$ cat src/rtl/pll_pkg.sv
// pll_pkg: shared FSM encoding, phasestep levels and helpers for pll_phase_ctrl
package pll_pkg;
  typedef enum logic [2:0] {RST_PLL, WAIT_LOCK, STABLE, IDLE, SETUP, PULSE, GAP} state_t;
  localparam logic STEP_IDLE = 1'b1;
  localparam logic STEP_ACTIVE = 1'b0;
  function automatic int maxi(input int a, input int b);
    return a > b ? a : b;
  endfunction
endpackage

$ cat src/rtl/sync2.sv
// sync2: two-flop synchronizer (clk, reset, async d in, synchronized q out)
module sync2 (
  input  logic clk,
  input  logic reset,
  input  logic d,
  output logic q
);
  logic m;
  always_ff @(posedge clk) begin
    if (reset) {q, m} <= 2'b00;
    else {q, m} <= {m, d};
  end
endmodule

$ cat src/rtl/pll_phase_ctrl.sv
// pll_phase_ctrl: PLL reset/lock supervisor and dynamic phase-step sequencer with per-output phase tally
module pll_phase_ctrl
  import pll_pkg::*;
#(
  parameter int N_OUT = 4,
  parameter int RST_CYCLES = 16,
  parameter int LOCK_TIMEOUT = 65536,
  parameter int STABLE_CYCLES = 1024,
  parameter int SETUP_CYCLES = 2,
  parameter int PULSE_CYCLES = 2,
  parameter int GAP_CYCLES = 4,
  parameter int PHASE_STEPS = 40,
  localparam int PW = $clog2(PHASE_STEPS)
) (
  input  logic                  clk,
  input  logic                  reset,
  input  logic                  pll_locked,
  input  logic                  req_valid,
  output logic                  req_ready,
  input  logic [1:0]            req_sel,
  input  logic                  req_dir,
  input  logic [7:0]            req_steps,
  output logic                  pll_rst,
  output logic [1:0]            phasesel,
  output logic                  phasedir,
  output logic                  phasestep,
  output logic                  clk_good,
  output logic                  busy,
  output logic [7:0]            relock_count,
  output logic [N_OUT*PW-1:0]   phase_pos
);
  localparam int CMAX = maxi(maxi(maxi(RST_CYCLES, LOCK_TIMEOUT), maxi(STABLE_CYCLES, SETUP_CYCLES)),
                             maxi(PULSE_CYCLES, GAP_CYCLES));
  localparam int CW = $clog2(CMAX + 1);
  state_t state;
  logic lk;
  logic relock;
  logic [CW-1:0] cnt;
  logic [7:0] rem;
  logic [PW-1:0] pos [N_OUT];
  sync2 u_sync (.clk(clk), .reset(reset), .d(pll_locked), .q(lk));
  for (genvar i = 0; i < N_OUT; i++) begin : g_pos
    assign phase_pos[i*PW +: PW] = pos[i];
  end
  function automatic logic [PW-1:0] step_pos(input logic [PW-1:0] p, input logic up);
    return up ? (p == PW'(PHASE_STEPS - 1) ? '0 : p + 1'b1)
              : (p == '0 ? PW'(PHASE_STEPS - 1) : p - 1'b1);
  endfunction
  assign relock = !lk && (clk_good || (state == WAIT_LOCK && cnt == CW'(LOCK_TIMEOUT - 1)));
  always_ff @(posedge clk) begin
    if (reset || relock) begin
      state <= RST_PLL;
      cnt <= '0;
      pll_rst <= 1'b1;
      phasestep <= STEP_IDLE;
      req_ready <= 1'b0;
      clk_good <= 1'b0;
      busy <= 1'b0;
      for (int k = 0; k < N_OUT; k++) pos[k] <= '0;
      relock_count <= reset ? '0 : relock_count + 8'(relock_count != 8'hff);
      if (reset) begin
        phasesel <= '0;
        phasedir <= 1'b0;
        rem <= '0;
      end
    end else begin
      cnt <= cnt + 1'b1;
      case (state)
        RST_PLL: if (cnt == CW'(RST_CYCLES - 1)) begin
          state <= WAIT_LOCK;
          cnt <= '0;
          pll_rst <= 1'b0;
        end
        WAIT_LOCK: if (lk) begin
          state <= STABLE;
          cnt <= '0;
        end
        STABLE: if (!lk) cnt <= '0;
        else if (cnt == CW'(STABLE_CYCLES - 1)) begin
          state <= IDLE;
          cnt <= '0;
          req_ready <= 1'b1;
          clk_good <= 1'b1;
        end
        IDLE: begin
          cnt <= '0;
          if (req_valid && req_ready && int'(req_sel) < N_OUT && req_steps != '0) begin
            state <= SETUP;
            phasesel <= req_sel;
            phasedir <= req_dir;
            rem <= req_steps;
            req_ready <= 1'b0;
            busy <= 1'b1;
          end
        end
        SETUP: if (cnt == CW'(SETUP_CYCLES - 1)) begin
          state <= PULSE;
          cnt <= '0;
          phasestep <= STEP_ACTIVE;
        end
        PULSE: if (cnt == CW'(PULSE_CYCLES - 1)) begin
          state <= GAP;
          cnt <= '0;
          phasestep <= STEP_IDLE;
          for (int k = 0; k < N_OUT; k++)
            if (k == int'(phasesel)) pos[k] <= step_pos(pos[k], phasedir);
        end
        GAP: if (cnt == CW'(GAP_CYCLES - 1)) begin
          cnt <= '0;
          rem <= rem - 1'b1;
          state <= rem == 8'd1 ? IDLE : PULSE;
          phasestep <= rem == 8'd1 ? STEP_IDLE : STEP_ACTIVE;
          busy <= rem != 8'd1;
          req_ready <= rem == 8'd1;
        end
        default: state <= RST_PLL;
      endcase
    end
  end
endmodule

$ cat config.mk
export PLATFORM = sky130hd
export DESIGN_NAME = pll_phase_ctrl
export DESIGN_NICKNAME = d
export VERILOG_FILES = /design/src/rtl/pll_pkg.sv /design/src/rtl/sync2.sv /design/src/rtl/pll_phase_ctrl.sv
export SDC_FILE = /design/constraint.sdc
export NUM_CORES = 1
export LEC_CHECK = 0
export ABC_CLOCK_PERIOD_IN_PS = 6800
export CAP_MARGIN = 15
export CORE_UTILIZATION = 60
export DETAILED_ROUTE_END_ITERATION = 10
export GPL_TIMING_DRIVEN = 0
export PLACE_DENSITY = 0.84
export SLEW_MARGIN = 10
export SYNTH_ARGS = -nofsm -noshare
export SYNTH_HDL_FRONTEND = slang
export SYNTH_HIERARCHICAL = 1
export SYNTH_SLANG_ARGS = --single-unit
$ cat constraint.sdc
create_clock -name clk -period 6.8 [get_ports clk]
set_clock_uncertainty 0.2 [all_clocks]
set_input_delay 0.68 -clock clk [delete_from_list [all_inputs] [get_ports clk]]
set_output_delay 0.68 -clock clk [all_outputs]
set_load 0.1 [all_outputs]
== Yosys cells after proc, flatten, opt, wreduce, memory -nomap -nowiden ==
Memories as Yosys holds them, arrays and structs flattened.
Index checks and enable logic that the tools add are counted.

* Add/sub/neg operators: 11
* Multiply operators: 0
* Divide/modulo/power cells: 0
* Magnitude comparators: 0
* Equality and inequality tests: 32
* Shifts and indexed selects: 0
* Mux-type cells: 81
* Bitwise operators: 4
* Reduce and logical (&&, ||, !) cells: 29

{| class="wikitable"
|+ Operators with widths
! operator !! count
|-
| $mux W17 || 6
|-
| $pmux W17 S6 || 1
|-
| $mux W6 || 16
|-
| $mux W1 || 36
|-
| $mux W8 || 4
|-
| $mux W3 || 9
|-
| $add A6 B1 Y6 const B || 4
|-
| $eq A6 B6 Y1 const B || 4
|-
| $logic_not A6 Y1 || 4
|-
| $sub A6 B1 Y6 const B || 4
|-
| $pmux W3 S7 || 1
|-
| $add A17 B1 Y17 const B || 1
|-
| $eq A17 B1 Y1 const B || 1
|-
| $eq A17 B10 Y1 const B || 1
|-
| $eq A17 B16 Y1 const B || 1
|-
| $eq A17 B2 Y1 const B || 1
|-
| $eq A17 B4 Y1 const B || 1
|-
| $pmux W8 S2 || 1
|-
| $ne A2 B2 Y1 const B || 7
|-
| $eq A3 B3 Y1 const B || 3
|-
| $reduce_and A3 Y1 || 3
|-
| $reduce_bool A3 Y1 || 3
|-
| $add A8 B1 Y8 || 1
|-
| $eq A8 B1 Y1 const B || 1
|-
| 25 further kinds || 43
|}

* Flip-flop bits (word level): 46
* Bits in latches: 0
* Bits in writable memories: 24
* Memory bits (read-only): 0
* Bits of input ports: 15
* Output and inout bits: 40
* Logic and storage cells: 171
* Memories: 1

{| class="wikitable"
|+ Memories
! name !! depth !! bits a word !! read ports !! clocked after Yosys merged registers in !! wr ports !! line !! text
|-
| pos || 4 || 6 || 4 || 0 || 4 || pll_phase_ctrl.sv:40 || <nowiki>logic [PW-1:0] pos [N_OUT];</nowiki>
|}

== Depth between registers and ports, before layout ==
Gate-level depths: netlist of run 1.

* Depth in word-level cells: 8
* Gate-level depth with buffers: 13
* Gate-level depth less buffers: 12

== By module ==
Netlist of run 1, hierarchy kept.

{| class="wikitable"
|+ Modules (own cells, without submodules)
! module !! instances !! cells an instance !! area an instance (um^2) !! sequential area each (um^2)
|-
| pll_phase_ctrl || 1 || 495 || 4287.9 || 1791.7
|-
| sync2 || 1 || 4 || 52.6 || 40.0
|}

== Least setup slack after synthesis of run 1 ==
Ideal clock, no wire load.

* Path kind: reg-to-reg
* From: register relock_count[3]
* To: register relock_count[6] (data pin)
* Setup time: 0.266 ns
* Arrival: 2.371 ns
* Required time: 6.334 ns
* Slack: 3.963 ns
* Stages on the path, launching flop included: 9
* Buffers on the path: 0
* Period minus slack after synthesis: 2.837 ns
* Cell sequence: edfxtp_1 -> and3_1 -> nand2_1 -> or2_2 -> ha_1 -> ha_1 -> nand3_1 -> xor2_1 -> nor2_1

* Cells in the longest elaborated chain, start to end: 2

{| class="wikitable"
|+ Ends and longest elaborated chain
! item !! line !! text
|-
| start, declared || pll_phase_ctrl.sv:29 || <nowiki>output logic [7:0] relock_count,</nowiki>
|-
| start signal, assigned || pll_phase_ctrl.sv:60 || <nowiki>relock_count <= reset ? '0 : relock_count + 8'(relock_count != 8'hff);</nowiki>
|-
| $ne A8 B8 Y1 || pll_phase_ctrl.sv:60 ||
|-
| $add A8 B1 Y8 * || pll_phase_ctrl.sv:60 ||
|}

Every way passes the cells marked *; elsewhere a longest branch is shown, timed or not.
A chain may end at the register's enable or synchronous reset.

== Worst setup path after layout of run 1 ==
* From: register cnt[0]
* To: register rem[3] (data pin)

* Cells in the longest elaborated chain, start to end: 6

{| class="wikitable"
|+ Ends and longest elaborated chain
! item !! line !! text
|-
| start, declared || pll_phase_ctrl.sv:38 || <nowiki>logic [CW-1:0] cnt;</nowiki>
|-
| start signal, assigned || pll_phase_ctrl.sv:67 || <nowiki>cnt <= cnt + 1'b1;</nowiki>
|-
| $eq A17 B16 Y1 || pll_phase_ctrl.sv:49 || <nowiki>assign relock = !lk && (clk_good || (state == WAIT_LOCK && cnt == CW'(LOCK_TIMEOUT - 1)));</nowiki>
|-
| $logic_and A1 B1 Y1 || pll_phase_ctrl.sv:49 ||
|-
| $logic_or A1 B1 Y1 || pll_phase_ctrl.sv:49 ||
|-
| $logic_and A1 B1 Y1 || pll_phase_ctrl.sv:49 ||
|-
| $logic_or A1 B1 Y1 || pll_phase_ctrl.sv:51 || <nowiki>if (reset || relock) begin</nowiki>
|-
| $mux W8 || pll_phase_ctrl.sv:51 ||
|-
| end signal, assigned || pll_phase_ctrl.sv:91 || <nowiki>rem <= req_steps;</nowiki>
|-
| end signal, assigned || pll_phase_ctrl.sv:110 || <nowiki>rem <= rem - 1'b1;</nowiki>
|-
| end, declared || pll_phase_ctrl.sv:39 || <nowiki>logic [7:0] rem;</nowiki>
|}

No other way between the ends.

==> impl_metrics.sql, run 1 <==
INSERT INTO impl_metrics (metric_group, metric, value, unit) VALUES
('outcome', 'run_status', 'finished, final reports clean', ''),
('worst_setup_path', 'worstPathBufferInverterCount', '2', ''),
('timing', 'timing_hold_violations_final', '0', ''),
('worst_setup_path', 'cp_data_arrival_time', '3130', 'ps'),
('synthesis', 'synth_enable_flop_cells', '43', ''),
('synthesis', 'post_synth_inst_count', '499', ''),
('detailed_routing', 'detail_route.first_pass.iterations', '5', ''),
('synthesis', 'synth.top_cells.by_area', 'sky130_fd_sc_hd__edfxtp_1, sky130_fd_sc_hd__dfxtp_1, sky130_fd_sc_hd__nor2_1', ''),
('timing', 'maxSlewViolCount', '0', ''),
('worst_setup_path', 'crit_fanout', '17', ''),
('cells_and_area', 'finish.net_count', '598', ''),
('placed_design', 'place.detailed.hpwl', '7250', 'um'),
('floorplanning', 'floorplan.initialDensity', '62.8', '%'),
('timing', 'setup-violations-final', '0', ''),
('synthesis', 'ys_ff_latch', '70', ''),
('grt', 'grt_pass1_vias', '3620', ''),
('min_path', 'min_from', 'u_sync/m', ''),
('timing', 'final.period_utilization', '48.2', '%'),
('timing', 'final_period_minus_worst_setup_slack', '3280', 'ps'),
('cells_and_area', 'design_area', '5170', 'um^2'),
('worst_setup_path', 'cp-start-kind', 'register', ''),
('cells_and_area', 'post_route_cells_drive_above_1_share', '4.75', '%'),
('synthesis', 'synth_top_area_cell', 'sky130_fd_sc_hd__edfxtp_1', ''),
('worst_setup_path', 'critical-path-top-cell-by-count', 'sky130_fd_sc_hd__nor2_1', ''),
('grt', 'grt_max_degree', '18', ''),
('synthesis', 'syn_nets', '533', ''),
('power', 'power.ir.vdd_worst', '159', 'uV'),
('clock_network', 'ctsLongestPathBuffers', '2', ''),
('detailed_routing', 'drt_iter0_markers', '218', ''),
('clock_network', 'clk_pin_slew_worst_paths', '80', 'ps'),
('worst_setup_path', 'ws_path_type', 'register to register', ''),
('placed_design', 'globalplace.congestion', '0.876', ''),
('floorplanning', 'pin_count', '55', ''),
('clock_network', 'clk_latency', '350', 'ps'),
('worst_setup_path', 'slowest_stage', 'sky130_fd_sc_hd__buf_1', ''),
('synthesis', 'avgSynthCellArea', '8.70', 'um^2'),
('synthesis', 'synthDominantCellAreaShare', '29.7', '%'),
('timing', 'clock.fmax', '305', 'MHz'),
('clock_network', 'clock_tree.root_cell', 'sky130_fd_sc_hd__clkbuf_8', ''),
('detailed_routing', 'post_drt_via_cell_ratio', '5.89', ''),
('cells_and_area', 'multi_input_area', '2330', 'um^2'),
('detailed_routing', 'route.detailed.drc', '0', ''),
('timing', 'max-slew-margin-rel', '34.4', '%'),
('cells_and_area', 'layout.cells.most_common_list', 'sky130_fd_sc_hd__nor2_1, sky130_fd_sc_hd__clkdlybuf4s50_1, sky130_fd_sc_hd__edfxtp_1', ''),
('synthesis', 'yosysUniqueCellTypes', '50', ''),
('timing', 'unrepaired_setup_endpoints_after_global_routing', 'no', ''),
('floorplanning', 'die_area', '7580', 'um^2'),
('grt', 'groute.usage.overall', '27.6', '%'),
('detailed_routing', 'route.vias.total', '3919', ''),
('min_path', 'path_category_of_the_worst_min_delay_check', 'register to register', ''),
('timing', 'worst_slew_pin_slew', '981', 'ps'),
('synthesis', 'async_reset_ff_share', '0', '%'),
('clock_network', 'post_cts_hold_buffer_count', '0', ''),
('worst_setup_path', 'cp_top_family', 'buffers and inverters', ''),
('detailed_routing', 'post_drt_wl_per_cell', '14.7', 'um'),
('worst_setup_path', 'timing.critical_path.required', '6660', 'ps'),
('floorplanning', 'dieHeight', '87.1', 'um'),
('clock_network', 'cts_setup_buffers', '0', ''),
('synthesis', 'register_area_share_after_synthesis', '42.2', '%'),
('floorplanning', 'design.core.area', '6910', 'um^2'),
('synthesis', 'main_synth_ff_type', 'sky130_fd_sc_hd__edfxtp_1', ''),
('cells_and_area', 'antennaDiodeCount', '0', ''),
('detailed_routing', 'wl', '9800', 'um'),
('grt', 'grt_overflow_total', '0', ''),
('cells_and_area', 'fillCellCount', '553', ''),
('floorplanning', 'chipWidth', '87.1', 'um'),
('floorplanning', 'floorplan.rows', '30', ''),
('cells_and_area', 'most_frequent_standard_cell_in_the_layout_excluding_fill_and_tap_cells', 'sky130_fd_sc_hd__nor2_1', ''),
('timing', 'totalNegativeSetupSlack', '0', 'ps'),
('detailed_routing', 'drtAntennaViolNets', '0', ''),
('worst_setup_path', 'maximum_single_stage_delay_on_the_critical_path', '720', 'ps');
[power by group]
| group | switching [mW] | internal, mW |
|---|---|---|
| clock | 0.171 | 0.133 |
| sequential | 0.0189 | 0.467 |
| combinational | 0.133 | 0.0573 |
[kinds of logic (layout without fill, tap and decap cells)]
family | count (synthesis) | count (layout) | synth area share, %
xor gates and xnor gates | 40 | 40 | 8.07
adders and majority gates | 19 | 19 | 5.48
buffers and inverters | 47 | 117 | 4.15
DFF | 70 | 70 | 42.2
and+or+nand+nor | 234 | 234 | 26.8
AOI/OAI and AO/OA | 89 | 89 | 13.3
[path summary, 6_finish.rpt]
| kind | depth (start not counted) | endpoint | slack (ps) |
|---|---|---|---|
| worst max-delay path | 12 | rem[3] | 3520 |
| worst max register to register | 12 | rem[3] | 3520 |
| worst min-delay path | 1 | u_sync/q | 270 |
| worst min register to register | 1 | u_sync/q | 270 |
[cell usage after synthesis (18+ instances only)]
cell type and instances:
sky130_fd_sc_hd__o21ai_0 18, sky130_fd_sc_hd__nand3_1 21, sky130_fd_sc_hd__a21oi_1 25, sky130_fd_sc_hd__ha_1 19, sky130_fd_sc_hd__clkbuf_1 21, sky130_fd_sc_hd__inv_1 21, sky130_fd_sc_hd__dfxtp_1 27, sky130_fd_sc_hd__xor2_1 21
sky130_fd_sc_hd__nor2_1 86, sky130_fd_sc_hd__nand2_1 32, sky130_fd_sc_hd__xnor2_1 19, sky130_fd_sc_hd__edfxtp_1 43
[layer usage]
layer | global-route usage (%) | wire [um]
met5 | 0 | 0
met4 | 10.9 | 164
met3 | 5.88 | 557
met2 | 46.4 | 4890
met1 | 34.8 | 4180
[sequential cells by signal (all words and copies together) (netlist names)]
signal	count
req_ready	1
rem	8
pos	24
pll_rst	1
state	3
u_sync/q	1
phasedir	1
phasestep	1
busy	1
u_sync/m	1
clk_good	1
relock_count	8
phasesel	2
cnt	17
[metrics by stage]
step / total power, mW / hold slack [ps] / instances / utilization [%] / worst slack, ps
floorplan: 0.633 / 214 / 499 / - / 3960
global placement: 0.679 / 257 / 649 / 72.4 / 3620
detailed placement: 0.684 / 254 / 649 / 72.4 / 3520
CTS: 0.981 / 280 / 665 / 74.9 / 3530
global route: 1.02 / 283 / 665 / 74.9 / 3200
finish: 0.980 / 269 / 665 / 74.9 / 3520
[final cells by class]
class,instances,share of cell area [%]
Buffer,25,1.89
Inverter,22,1.60
Timing Repair Buffer,54,10.4
Clock buffer,9,2.39
Multi-Input combinational cell,382,45.0
Clock inverter,7,0.967
Tap cell,96,2.32
Sequential cell,70,35.4
Power figures use the tool's default switching activity.
==> run 2: changes to the inputs <==
Settings changed: ABC_CLOCK_PERIOD_IN_PS 6800 to 3200, CORE_UTILIZATION 60 to 56, PLACE_DENSITY 0.84 to 0.8.
Clock period 6.8 ns to 3.2 ns, I/O delays scaled along.
==> impl_metrics.sql, run 2 (synthesis results as in run 1) <==
INSERT INTO impl_metrics (metric_group, metric, value, unit) VALUES
('outcome', 'run_status', 'finished, final reports clean', ''),
('clock_network', 'tritoncts', 'built', ''),
('placed_design', 'postPlaceCellArea', '5000', 'um^2'),
('grt', 'grt_overflow_total', '0', ''),
('detailed_routing', 'detail_route.first_pass.iterations', '5', ''),
('detailed_routing', 'route.vias.total', '3867', ''),
('worst_setup_path', 'source_of_the_worst_register_to_register_timing_path', 'cnt[0]', ''),
('grt', 'grt_max_degree', '18', ''),
('power', 'leakagePower', '1.86', 'nW'),
('timing', 'final_period_minus_worst_setup_slack', '2930', 'ps'),
('placed_design', 'place.port_buffers', '54', ''),
('worst_setup_path', 'r2r_setup_slack', '270', 'ps'),
('floorplanning', 'pin_count', '55', ''),
('detailed_routing', 'post_drt_wl_per_cell', '14.7', 'um'),
('worst_setup_path', 'critical-path-top-cell-by-count', 'sky130_fd_sc_hd__nor2_1', ''),
('cells_and_area', 'post_route_cells_drive_above_1_share', '5.10', '%'),
('cells_and_area', 'finish.net_count', '598', ''),
('placed_design', 'globalplace.congestion', '0.881', ''),
('timing', 'setup-violations-final', '0', ''),
('min_path', 'path_category_of_the_worst_min_delay_check', 'register to register', ''),
('cells_and_area', 'max_flop_register', 'pos', ''),
('worst_setup_path', 'worst_r2r_path_depth', '11', ''),
('floorplanning', 'chipWidth', '90.0', 'um'),
('timing', 'maxSlewViolCount', '0', ''),
('timing', 'timing_hold_violations_final', '0', ''),
('worst_setup_path', 'critical_path.endpoint_type', 'register', ''),
('cells_and_area', 'most_frequent_standard_cell_in_the_layout_excluding_fill_and_tap_cells', 'sky130_fd_sc_hd__nor2_1', ''),
('placed_design', 'dpl_worst_slack', '-7.03', 'ps'),
('grt', 'grt_pass1_vias', '3650', ''),
('clock_network', 'clock_tree.root_cell', 'sky130_fd_sc_hd__clkbuf_8', ''),
('placed_design', 'place.detailed.hpwl', '7120', 'um'),
('grt', 'wire_length_of_the_first_global_routing_pass', '16500', 'um'),
('power', 'power.ir.vdd_worst', '323', 'uV'),
('cells_and_area', 'layout.cells.most_common_list', 'sky130_fd_sc_hd__nor2_1, sky130_fd_sc_hd__clkdlybuf4s50_1, sky130_fd_sc_hd__edfxtp_1', ''),
('detailed_routing', 'drtAntennaViolNets', '0', ''),
('floorplanning', 'dieHeight', '90.0', 'um'),
('timing', 'timing.final.ws_setup', '265', 'ps'),
('detailed_routing', 'route.detailed.drc', '0', ''),
('worst_setup_path', 'setup.worst_path.end', 'pos[0][4]', ''),
('detailed_routing', 'drt_iter0_markers', '229', ''),
('floorplanning', 'floorplan.rows', '31', ''),
('worst_setup_path', 'crit_chain', 'ha_1 > nand4_2 > nor2_1 > nand2_1 > nor2_1 > ha_1 > a21oi_1 > nor2_1 > nor2_1 > clkbuf_1 > o21ai_1', ''),
('clock_network', 'clk_latency', '350', 'ps'),
('cells_and_area', 'antennaDiodeCount', '0', ''),
('floorplanning', 'design.core.area', '7370', 'um^2'),
('detailed_routing', 'wl', '9800', 'um'),
('min_path', 'min_path_cells', '1', ''),
('worst_setup_path', 'slowest_stage', 'sky130_fd_sc_hd__dfxtp_1', ''),
('floorplanning', 'die_area', '8110', 'um^2'),
('timing', 'unrepaired_setup_endpoints_after_global_routing', 'yes', ''),
('timing', 'max-slew-margin-rel', '34.0', '%'),
('detailed_routing', 'post_drt_via_cell_ratio', '5.79', ''),
('worst_setup_path', 'ws_path_type', 'register to register', ''),
('timing', 'final.period_utilization', '91.7', '%'),
('worst_setup_path', 'timing.critical_path.required', '2990', 'ps'),
('flow_run', 'drv.max_cap_violation_count', '0', ''),
('worst_setup_path', 'cp_data_arrival_time', '2720', 'ps'),
('clock_network', 'cts_setup_buffers', '0', ''),
('cells_and_area', 'design_area', '5220', 'um^2'),
('clock_network', 'ctsLongestPathBuffers', '2', ''),
('timing', 'worst_slew_pin_slew', '987', 'ps'),
('worst_setup_path', 'cp-start-kind', 'register', ''),
('timing', 'clock.fmax', '341', 'MHz'),
('worst_setup_path', 'crit_fanout', '10', ''),
('power', 'power_per_cell_area', '423', 'nW/um^2'),
('grt', 'groute.usage.overall', '24.9', '%'),
('worst_setup_path', 'worst_reg2reg_endpoint', 'pos[0][4]', ''),
('cells_and_area', 'max_reg_flops', '24', ''),
('clock_network', 'cts_made_buffers', '9', ''),
('clock_network', 'htree_num_levels', '3', ''),
('cells_and_area', 'final_core_util', '70.8', '%'),
('floorplanning', 'floorplan.initialDensity', '58.9', '%'),
('grt', 'grt_antenna_before_repair', '0', ''),
('worst_setup_path', 'maximum_single_stage_delay_on_the_critical_path', '400', 'ps'),
('clock_network', 'clk_pin_slew_worst_paths', '80', 'ps'),
('clock_network', 'clock_sink_count', '70', ''),
('cells_and_area', 'largestRegisters', 'pos (24), cnt (17)', ''),
('cells_and_area', 'syn_to_final_growth', '20.3', '%'),
('worst_setup_path', 'cp-startpoint', 'cnt[0]', '');
==> run 2: how the worst min path moves through the flow <==
stage                   from        to  slack, ps
finish              u_sync/m  u_sync/q        260
global route        u_sync/m  u_sync/q        280
CTS                 u_sync/m  u_sync/q        270
detailed placement  u_sync/m  u_sync/q        250
global placement      cnt[0]    cnt[0]        260
floorplan              reset  u_sync/m        190
==> run 2: worst max-delay path: cells and delay by family (launching register included) <==
family	cells	cell delay [ps]
AO/OA/AOI/OAI	2	450
adder cells (fa/ha/maj)	2	420
buffers and inverters	1	260
flip-flops	1	400
AND/OR/NAND/NOR	6	860
==> run 2: per-layer routing <==
layer | vias to the layer above | share of wire (%) | wire length, um | track usage [%]
met5 | - | 0 | 0 | 0
met4 | 0 | 1.3 | 123 | 7.53
met3 | 17 | 5.7 | 558 | 4.91
met2 | 139 | 50 | 4870 | 43.8
met1 | 1811 | 43 | 4250 | 30.6
li1 | 1900 | - | - | -
==> run 2: what timing repair did <==
item | 4_1_cts | 5_1_grt
resized for setup | 2 | 5
hold buffers | 0 | 0
endpoints found under the setup margin | 6 | 32
hold endpoints to repair | 0 | 0
gates cloned | 0 | 0
==> run 2: through the flow <==
step                total power [mW]  cells  TNS (ps)  hold WS, ps
floorplan                       1.35    499         0          192
global placement                1.44    652         0          257
finish                          2.21    668         0          265
global route                    2.29    668      -294          279
CTS                             2.21    668         0          271
detailed placement              1.45    652     -13.2          253
==> run 2: power breakdown <==
| part | switching (mW) | total [mW] | internal, mW |
|---|---|---|---|
| Clock | 0.362 | 0.772 | 0.410 |
| Combinational | 0.281 | 0.402 | 0.122 |
| Sequential | 0.0409 | 1.03 | 0.992 |
==> run 2: final cells by class <==
cell class	count	area, um^2
multi-input cells	382	2330
fillers	567	2150
flip-flops and latches	70	1830
repair buffers	54	541
clock buffers	10	149
well taps	99	124
plain buffers	25	98.8
inverters	22	82.6
clock inverters	6	66.3
==> run 3: changes to the inputs <==
Settings changed: CAP_MARGIN 15 to 40.
==> impl_metrics.sql, run 3 (synthesis results as in run 1) <==
INSERT INTO impl_metrics (metric_group, metric, value, unit) VALUES
('floorplanning', 'chipWidth', '90.0', 'um'),
('detailed_routing', 'post_drt_via_cell_ratio', '5.80', ''),
('flow_run', 'drv.max_cap_violation_count', '0', ''),
('placed_design', 'globalplace.congestion', '0.881', ''),
('detailed_routing', 'route.detailed.drc', '0', ''),
('power', 'power_per_cell_area', '383', 'nW/um^2'),
('clock_network', 'htree_num_levels', '3', ''),
('worst_setup_path', 'maximum_single_stage_delay_on_the_critical_path', '390', 'ps'),
('min_path', 'path_category_of_the_worst_min_delay_check', 'register to register', ''),
('timing', 'max-slew-margin-rel', '36.5', '%'),
('cells_and_area', 'layout.cells.most_common_list', 'sky130_fd_sc_hd__nor2_1, sky130_fd_sc_hd__clkdlybuf4s50_1, sky130_fd_sc_hd__edfxtp_1', ''),
('clock_network', 'cts_setup_buffers', '0', ''),
('floorplanning', 'die_area', '8110', 'um^2'),
('timing', 'clock.fmax', '334', 'MHz'),
('clock_network', 'post_cts_hold_buffer_count', '0', ''),
('worst_setup_path', 'critical-path-top-cell-by-count', 'sky130_fd_sc_hd__nor2_1', ''),
('cells_and_area', 'final_core_util', '78.9', '%'),
('cells_and_area', 'instances_no_fill', '710', ''),
('power', 'power.total', '2.23', 'mW'),
('timing', 'timing.final.ws_setup', '202', 'ps'),
('grt', 'grt_max_degree', '18', ''),
('grt', 'wire_length_of_the_first_global_routing_pass', '18000', 'um'),
('timing', 'final_period_minus_worst_setup_slack', '3000', 'ps'),
('detailed_routing', 'drtAntennaViolNets', '0', ''),
('worst_setup_path', 'ws_path_type', 'register to register', ''),
('worst_setup_path', 'crit_chain', 'ha_1 > nand4_2 > nor2_1 > nand2_1 > nor2_1 > ha_1 > a21oi_1 > nor2_1 > nor2_1 > clkbuf_1 > o21ai_1 > clkbuf_2', ''),
('clock_network', 'clk_pin_slew_worst_paths', '80', 'ps'),
('grt', 'grt_overflow_total', '0', ''),
('cells_and_area', 'max_flop_register', 'pos', ''),
('detailed_routing', 'detail_route.first_pass.iterations', '5', ''),
('floorplanning', 'pin_count', '55', ''),
('worst_setup_path', 'timing.critical_path.required', '3050', 'ps'),
('floorplanning', 'floorplan.rows', '31', ''),
('floorplanning', 'dieHeight', '90.0', 'um'),
('timing', 'unrepaired_setup_endpoints_after_global_routing', 'yes', ''),
('clock_network', 'ctsLongestPathBuffers', '2', ''),
('timing', 'worst_slew_pin_slew', '943', 'ps'),
('detailed_routing', 'drt_iter0_markers', '307', ''),
('cells_and_area', 'design_area', '5810', 'um^2'),
('cells_and_area', 'most_frequent_standard_cell_in_the_layout_excluding_fill_and_tap_cells', 'sky130_fd_sc_hd__nor2_1', ''),
('timing', 'fin_hold_ws', '259', 'ps'),
('detailed_routing', 'wl', '11000', 'um'),
('worst_setup_path', 'cp_data_arrival_time', '2840', 'ps'),
('power', 'leakagePower', '2.16', 'nW'),
('floorplanning', 'floorplan.initialDensity', '58.9', '%'),
('clock_network', 'cts_made_buffers', '9', ''),
('timing', 'setup-violations-final', '0', ''),
('clock_network', 'tritoncts', 'built', ''),
('clock_network', 'cts-resized-gates', '2', ''),
('placed_design', 'place.port_buffers', '54', ''),
('worst_setup_path', 'crit_fanout', '10', ''),
('worst_setup_path', 'cp-start-kind', 'register', ''),
('cells_and_area', 'fillCellCount', '513', ''),
('cells_and_area', 'antennaDiodeCount', '0', ''),
('clock_network', 'clk_latency', '340', 'ps'),
('cells_and_area', 'max_reg_flops', '24', ''),
('placed_design', 'place.detailed.hpwl', '8140', 'um'),
('grt', 'grt_antenna_before_repair', '0', ''),
('power', 'power.ir.vdd_worst', '243', 'uV'),
('cells_and_area', 'post_route_cells_drive_above_1_share', '11.6', '%'),
('cells_and_area', 'largestRegisters', 'pos (24), cnt (17)', ''),
('worst_setup_path', 'slowest_stage', 'sky130_fd_sc_hd__dfxtp_1', ''),
('grt', 'groute.usage.overall', '27.5', '%'),
('timing', 'final.period_utilization', '93.7', '%'),
('clock_network', 'clock_tree.root_cell', 'sky130_fd_sc_hd__clkbuf_8', ''),
('placed_design', 'post-place-cells', '693', ''),
('detailed_routing', 'route.vias.total', '4117', ''),
('cells_and_area', 'syn_to_final_growth', '34.0', '%'),
('placed_design', 'postPlaceCellArea', '5610', 'um^2'),
('floorplanning', 'design.core.area', '7370', 'um^2'),
('detailed_routing', 'post_drt_wl_per_cell', '15.5', 'um'),
('clock_network', 'clock_sink_count', '70', ''),
('outcome', 'run_status', 'finished, final reports clean', ''),
('grt', 'grt_pass1_vias', '3995', ''),
('timing', 'maxSlewViolCount', '0', ''),
('cells_and_area', 'finish.net_count', '640', ''),
('worst_setup_path', 'critical_path.endpoint_type', 'register', ''),
('timing', 'totalNegativeSetupSlack', '0', 'ps'),
('timing', 'timing_hold_violations_final', '0', ''),
('placed_design', 'dpl_worst_slack', '-20.7', 'ps');
## run 3: changes by cell type in the layout (fill, tap and decap cells not counted), sizes merged
cell	before	now
inv	23	25
clkinv	4	3
buf	4	44
clkdlybuf4s18	0	1
## run 3: final timing paths
path | startpoint | end | slack [ps] | cells past startpoint
setup / recovery | cnt[0] | pos[2][0] | 200 | 12
hold / removal | u_sync/m | u_sync/q | 260 | 1
setup reg to reg | cnt[0] | pos[2][0] | 200 | 12
hold reg to reg | u_sync/m | u_sync/q | 260 | 1
## run 3: layout make-up
cell class / count / area (um^2) / area share (%)
multi-input combinational: 382 / 2330 / 40.0
buffer: 25 / 104 / 1.79
clock inverter: 7 / 68.8 / 1.18
sequential: 70 / 1830 / 31.5
inverter: 22 / 82.6 / 1.42
tap: 99 / 124 / 2.13
clock buffer: 9 / 124 / 2.13
timing repair buffer: 96 / 1150 / 19.8
## run 3: critical path: cells and delay by family, from the launching register on
kind / cells / cell delay [ps]
simple gates: 6 / 850
buf+inv: 2 / 510
fa+ha+maj: 2 / 430
flops: 1 / 390
compound gates: 2 / 320
## run 3: per-layer routing
layer  GRT usage, %  wire [um]  vias up
met4           10.5        177        0
met1           32.8       4550     1945
met5              0          0        -
met2           49.3       5700      156
li1               -          -     1997
met3           4.74        574       19
## run 3: power by group
| part | switching, mW | total, mW | internal, mW |
|---|---|---|---|
| logic | 0.302 | 0.477 | 0.175 |
| clock network | 0.354 | 0.716 | 0.362 |
| registers | 0.0419 | 1.03 | 0.992 |
| total | 0.697 | 2.23 | 1.53 |
